## config.mk

```make
export PLATFORM = sky130hd
export DESIGN_NAME = pwm_regs_mc
export DESIGN_NICKNAME = d
export VERILOG_FILES = /design/src/rtl/pwm_regs_mc.sv
export SDC_FILE = /design/constraint.sdc
export NUM_CORES = 1
export LEC_CHECK = 0
export ABC_AREA = 1
export CORE_UTILIZATION = 49
export DETAILED_ROUTE_END_ITERATION = 7
export PLACE_DENSITY = 0.73
export SETUP_SLACK_MARGIN = 0.5
export SLEW_MARGIN = 20
export SYNTH_ARGS = -nofsm -noshare
export SYNTH_HDL_FRONTEND = slang
export SYNTH_SLANG_ARGS = --single-unit
```

## constraint.sdc

```tcl
create_clock -name clk -period 1.41 [get_ports clk]
set_input_delay 0.141 -clock clk [delete_from_list [all_inputs] [get_ports clk]]
set_output_delay 0.141 -clock clk [all_outputs]
set_load 0.01 [all_outputs]
```

## src/rtl/pwm_regs_mc.sv

```systemverilog
// Register file for a multi-channel PWM peripheral: shared counter configuration,
// NUM_CH compare/function channels, double-buffered active set, reset pulse and IRQ.
module pwm_regs_mc #(
  parameter int NUM_CH    = 4,
  parameter int CNT_W     = 16,
  parameter int RST_PULSE = 2
) (
  input  logic                      clk,
  input  logic                      rst_n,
  input  logic                      read,
  input  logic                      write,
  input  logic [5:0]                addr,
  input  logic [7:0]                data_write,
  output logic [7:0]                data_read,
  input  logic [CNT_W-1:0]          counter_val,
  input  logic                      period_end,
  output logic [CNT_W-1:0]          period,
  output logic                      en,
  output logic                      upnotdown,
  output logic [7:0]                prescale,
  output logic                      count_reset,
  output logic [NUM_CH-1:0]         pwm_en,
  output logic [2*NUM_CH-1:0]       functions,
  output logic [CNT_W*NUM_CH-1:0]   compare1,
  output logic [CNT_W*NUM_CH-1:0]   compare2,
  output logic                      irq
);

  localparam int         HI_W      = CNT_W - 8;
  localparam logic [3:0] PULSE_LEN = 4'(RST_PULSE);

  localparam logic [5:0] A_PER_LO = 6'h00;
  localparam logic [5:0] A_PER_HI = 6'h01;
  localparam logic [5:0] A_CTRL   = 6'h02;
  localparam logic [5:0] A_PRESC  = 6'h03;
  localparam logic [5:0] A_TRIG   = 6'h04;
  localparam logic [5:0] A_STATUS = 6'h07;
  localparam logic [5:0] A_IRQ_EN = 6'h08;
  localparam logic [5:0] A_COMMIT = 6'h09;

  // Bus protocol: read and write are single-cycle strobes sampled on clk. A read
  // returns its data on data_read in the following cycle; data_read is 0 otherwise.
  // A write in the same cycle as a read of the same address does not affect that read.

  logic [CNT_W-1:0] period_stg;
  logic             shadow_en;
  logic             pending;
  logic [1:0]       status;
  logic [1:0]       irq_en;
  logic [3:0]       pulse_cnt;

  logic [CNT_W-1:0] cmp1_stg [NUM_CH];
  logic [CNT_W-1:0] cmp2_stg [NUM_CH];
  logic [1:0]       func_stg [NUM_CH];
  logic [CNT_W-1:0] cmp1_act [NUM_CH];
  logic [CNT_W-1:0] cmp2_act [NUM_CH];
  logic [1:0]       func_act [NUM_CH];

  logic       glb_sel;
  logic       ch_sel;
  logic [2:0] ch_idx;
  logic       wr_ctrl;
  logic       wr_commit;
  logic       xfer;
  logic       follow;
  logic [1:0] status_clr;
  logic [1:0] status_set;
  logic [7:0] rd_mux;

  function automatic logic [7:0] hi_byte(input logic [CNT_W-1:0] v);
    logic [15:0] w;
    w = 16'(v);
    return w[15:8];
  endfunction

  assign glb_sel = (addr[5:4] == 2'b00);
  assign ch_idx  = addr[5:3] - 3'd2;
  assign ch_sel  = !glb_sel && (int'(ch_idx) < NUM_CH);

  assign wr_ctrl   = write && (addr == A_CTRL);
  assign wr_commit = write && (addr == A_COMMIT);

  // The active set loads from staging every cycle when unshadowed, else only on a
  // committed period boundary; staging writes on that edge are not yet visible.
  assign xfer   = shadow_en && pending && period_end;
  assign follow = !shadow_en || xfer;

  assign status_clr  = (write && (addr == A_STATUS)) ? data_write[1:0] : 2'b00;
  assign status_set  = {xfer, period_end};
  assign count_reset = (pulse_cnt != 4'd0);

  always_ff @(posedge clk or negedge rst_n) begin
    if (!rst_n) begin
      period_stg <= '0;
      period     <= '0;
      en         <= 1'b0;
      upnotdown  <= 1'b1;
      shadow_en  <= 1'b0;
      prescale   <= '0;
      pending    <= 1'b0;
      status     <= '0;
      irq_en     <= '0;
      irq        <= 1'b0;
      pulse_cnt  <= '0;
    end else begin
      if (write && addr == A_PER_LO) period_stg[7:0] <= data_write;
      if (write && addr == A_PER_HI) period_stg[CNT_W-1:8] <= data_write[HI_W-1:0];
      if (wr_ctrl) {shadow_en, upnotdown, en} <= data_write[2:0];
      if (write && addr == A_PRESC) prescale <= data_write;
      if (write && addr == A_IRQ_EN) irq_en <= data_write[1:0];
      if (follow) period <= period_stg;

      if (write && addr == A_TRIG) pulse_cnt <= PULSE_LEN;
      else if (pulse_cnt != 4'd0)  pulse_cnt <= pulse_cnt - 4'd1;

      if (!shadow_en || (wr_ctrl && !data_write[2])) pending <= 1'b0;
      else if (wr_commit)                            pending <= 1'b1;
      else if (xfer)                                 pending <= 1'b0;

      status <= (status & ~status_clr) | status_set;
      irq    <= |(status & irq_en);
    end
  end

  always_ff @(posedge clk or negedge rst_n) begin
    if (!rst_n) begin
      pwm_en <= '0;
      for (int k = 0; k < NUM_CH; k++) begin
        cmp1_stg[k] <= '0;
        cmp2_stg[k] <= '0;
        func_stg[k] <= '0;
        cmp1_act[k] <= '0;
        cmp2_act[k] <= '0;
        func_act[k] <= '0;
      end
    end else begin
      for (int k = 0; k < NUM_CH; k++) begin
        if (write && ch_sel && ch_idx == 3'(k)) begin
          case (addr[2:0])
            3'd0: cmp1_stg[k][7:0]       <= data_write;
            3'd1: cmp1_stg[k][CNT_W-1:8] <= data_write[HI_W-1:0];
            3'd2: cmp2_stg[k][7:0]       <= data_write;
            3'd3: cmp2_stg[k][CNT_W-1:8] <= data_write[HI_W-1:0];
            3'd4: begin
              pwm_en[k]   <= data_write[0];
              func_stg[k] <= data_write[2:1];
            end
            default: ;
          endcase
        end
        if (follow) begin
          cmp1_act[k] <= cmp1_stg[k];
          cmp2_act[k] <= cmp2_stg[k];
          func_act[k] <= func_stg[k];
        end
      end
    end
  end

  always_comb begin
    rd_mux = 8'h00;
    if (glb_sel) begin
      case (addr[3:0])
        4'h0: rd_mux = period_stg[7:0];
        4'h1: rd_mux = hi_byte(period_stg);
        4'h2: rd_mux = {5'b0, shadow_en, upnotdown, en};
        4'h3: rd_mux = prescale;
        4'h5: rd_mux = counter_val[7:0];
        4'h6: rd_mux = hi_byte(counter_val);
        4'h7: rd_mux = {6'b0, status};
        4'h8: rd_mux = {6'b0, irq_en};
        default: rd_mux = 8'h00;
      endcase
    end else if (ch_sel) begin
      for (int k = 0; k < NUM_CH; k++) begin
        if (ch_idx == 3'(k)) begin
          case (addr[2:0])
            3'd0: rd_mux = cmp1_stg[k][7:0];
            3'd1: rd_mux = hi_byte(cmp1_stg[k]);
            3'd2: rd_mux = cmp2_stg[k][7:0];
            3'd3: rd_mux = hi_byte(cmp2_stg[k]);
            3'd4: rd_mux = {5'b0, func_stg[k], pwm_en[k]};
            default: rd_mux = 8'h00;
          endcase
        end
      end
    end
  end

  always_ff @(posedge clk or negedge rst_n) begin
    if (!rst_n)    data_read <= '0;
    else if (read) data_read <= rd_mux;
    else           data_read <= '0;
  end

  for (genvar k = 0; k < NUM_CH; k++) begin : g_pack
    assign compare1[CNT_W*k +: CNT_W] = cmp1_act[k];
    assign compare2[CNT_W*k +: CNT_W] = cmp2_act[k];
    assign functions[2*k +: 2]        = func_act[k];
  end

endmodule

```

==> metrics <==
fmax=596 MHz; post-synth net total=1488; area of the multi-input gates=6940 µm²; Switching Share=31.4%; PD cells=1400 nW/µm²; crit path time final=1.68 ns; largest cells by area after synthesis=dfrtp_1, nand2_1, mux2_2; Final HPWL DP=31.8 mm; Pleak=11.9 nW; Setup-failing EPs final=141; most frequent cells after synthesis=nand2_1, dfrtp_1, o21ai_0; # fillers=1452; top_reg_cell synth=dfrtp_1; Max FO, Critical Path=6; Max Root-Sink Buffers=3; H-tree depth=2; cell taking the most area after synthesis=dfrtp_1; Worst setup startpoint=shadow_en; Clock Pin Slew Worst Setup and Hold Paths=0.07 ns; Top-Level Pins=211; Placed Area=18000 µm²; Synth cell types=31; worst path cell trace=nand3_4 -> buf_12 -> nand2_8 -> buf_6 -> buf_8 -> mux2_4; fin worst setup slack=-0.268 ns; worst hold slack=0.0806 ns; design area=23200 µm²; Clock power frac=30.6%; worst skew pair latency=0.53 ns; Num CTS Buffers=36; Die Y=172 µm; Startpoint Class=flop; FP Rows=61; first-pass GRT wire length=79.9 mm; part of the power in registers=39.6%; Seq. cell area=8450 µm²; combinational share of power=29.8%; placed cells=2091; Vias/cell=5.98; EDFF count, synth=0; initial drt markers=1948; CP max stage cell=dfrtp_2; proportion of layout cells with a drive suffix above 1=52.0%; core area=28100 µm²; Detail Route Antenna Nets=0; R2R Setup Slk=-0.27 ns; Psw=0.0102 W; nets@finish=2073; All-Layer GR Usage=36.6%; r2r endpoint=functions[3]; port bufs=210; largest net degree at the start of global routing=69; post-synthesis sequential area ratio=59.7%; First-pass DRT Iterations=5; Int Power=0.0223 W; Syn-to-layout area delta=64.2%; r2r startpoint=shadow_en; initial core utilization=50.3%; gr ovfl total=0; VDD IR-drop max=1.03 mV; Avg Inst Size Synth=9.73 µm²; Clock Skews=0.0192 ns; Via Count=14600; post-route insts no fill=2441; count leader, synth=nand2_1; Setup CP Type=flop to flop; Worst setup EP type=flop; Seq cells post-synth=337; Post-Route Setup TNS=-21.28 ns; Reg2Reg Depth=6; post-synth top area share=59.5%; period utilization=119%; worst-margin pin slew=0.400 ns; die width=172 µm; Synthesis Warnings=0; RD Place Congestion=0.957; failing checks=negative setup slack; initial antenna violation count=1; Slew Limit Fails=0; RSZ-0062 raised after global routing=true; Residual DRC=0; fraction of registers with async set/reset=100%; Max stage delay on crit path=0.44 ns; number of global-route vias before repair=13400; final hold vios=0; Post-Route WL=61.1 mm; status=complete, but fails checks; Hold Path Class=input port to async pin; Mapped Cells=1451; Wirelength per Cell=25.0 µm; Die Area=29500 µm²; CTS sink cnt=337; max cap viols=0; critical path required time=1.82 ns; CTS Root Cell=clkbuf_16; crit path DAT=2.09 ns; post-synthesis cell area=14100 µm²; slew margin rel.=73.4%; CTS tree=yes
-- worst max-delay path: cells and delay by family, from the launching register on --
family | cells | cell delay, ns
buffers and inverters | 3 | 0.45
multiplexers | 1 | 0.32
AND/OR/NAND/NOR | 2 | 0.36
flip-flops | 1 | 0.44
-- worst max path at each step --
stage	to	slack (ns)	cells after the start
4_1_cts	count_reset	-0.25	6
5_1_grt	functions[3]	-0.28	6
3_3_place_gp	data_read[2]	-0.76	11
2_1_floorplan	cmp1_stg[39]	-0.03	10
6_report	functions[3]	-0.27	6
3_5_place_dp	data_read[1]	-0.80	11
-- logic make-up after synthesis --
group                    count (synthesis)  synth area share [%]
AO/OA/AOI/OAI                          242                  8.69
XOR/XNOR                                 1                0.0620
adder cells (fa/ha/maj)                  2                 0.177
buffers and inverters                  143                  4.18
flip-flops                             337                  59.7
multiplexers                           123                  9.81
AND/OR/NAND/NOR                        603                  17.4
-- power groups by stage --
stage                     Combinational (W)  Clock, W  Sequential, W
final                               0.00971   0.00995         0.0129
after global routing                 0.0102    0.0104         0.0130
after CTS                           0.00766   0.00982         0.0126
after detailed placement            0.00636         0         0.0128
after global placement              0.00620         0         0.0128
after floorplan                     0.00271         0         0.0128
-- metal layers --
layer / vias up / track usage [%] / wire (µm)
li1: 5966 / - / -
met1: 7189 / 51.3 / 22600
met2: 1135 / 54.9 / 28300
met3: 313 / 7.46 / 6590
met4: 0 / 16.5 / 3640
met5: - / 0 / 0
-- flip-flops by register name, summed over array words and instances, names as in the netlist, 8 cells and up --
name	count
period_stg	16
prescale	8
period	16
compare1	64
compare2	64
cmp1_stg	64
functions	8
cmp2_stg	64
func_stg	8
data_read	8
-- placed cells by master (no fill, tap or decap), types with 40 or more instances in the layout --
cell type    n
o21ai_0     74
nand2_1    307
o21ai_1     84
buf_4      269
buf_6       87
inv_1       42
nor2_1      49
dfrtp_1    321
buf_12      54
nand3_1     43
nand2_2     68
clkbuf_16   40
buf_2      134
mux2_4     122
-- through the flow --
stage	utilization, %	setup slack, ns	power [W]
6_report	82.6	-0.268	0.0326
5_1_grt	82.6	-0.278	0.0335
4_1_cts	75.8	-0.253	0.0301
3_5_place_dp	64.2	-0.802	0.0192
3_3_place_gp	64.2	-0.758	0.0190
2_1_floorplan	-	-0.0302	0.0155
-- repair_timing --
action / 4_1_cts / 5_1_grt
setup endpoints to repair: 512 / 509
endpoints found under the hold margin: 336 / 0
setup buffers: 162 / 87
cloned: 26 / 9
pin swaps: 73 / 71
resized for setup: 1063 / 300
hold buffers: 1 / 0
-- final cells by class --
class / instances / area share (%)
Clock buffer: 48 / 4.47
Tap cell: 378 / 2.04
Sequential cell: 337 / 36.4
Inverter: 74 / 1.36
Multi-Input combinational cell: 979 / 29.9
Timing Repair Buffer: 608 / 24.9
Clock inverter: 16 / 0.814
Antenna cell: 1 / 0.0108
Power figures use the tool's default switching activity.
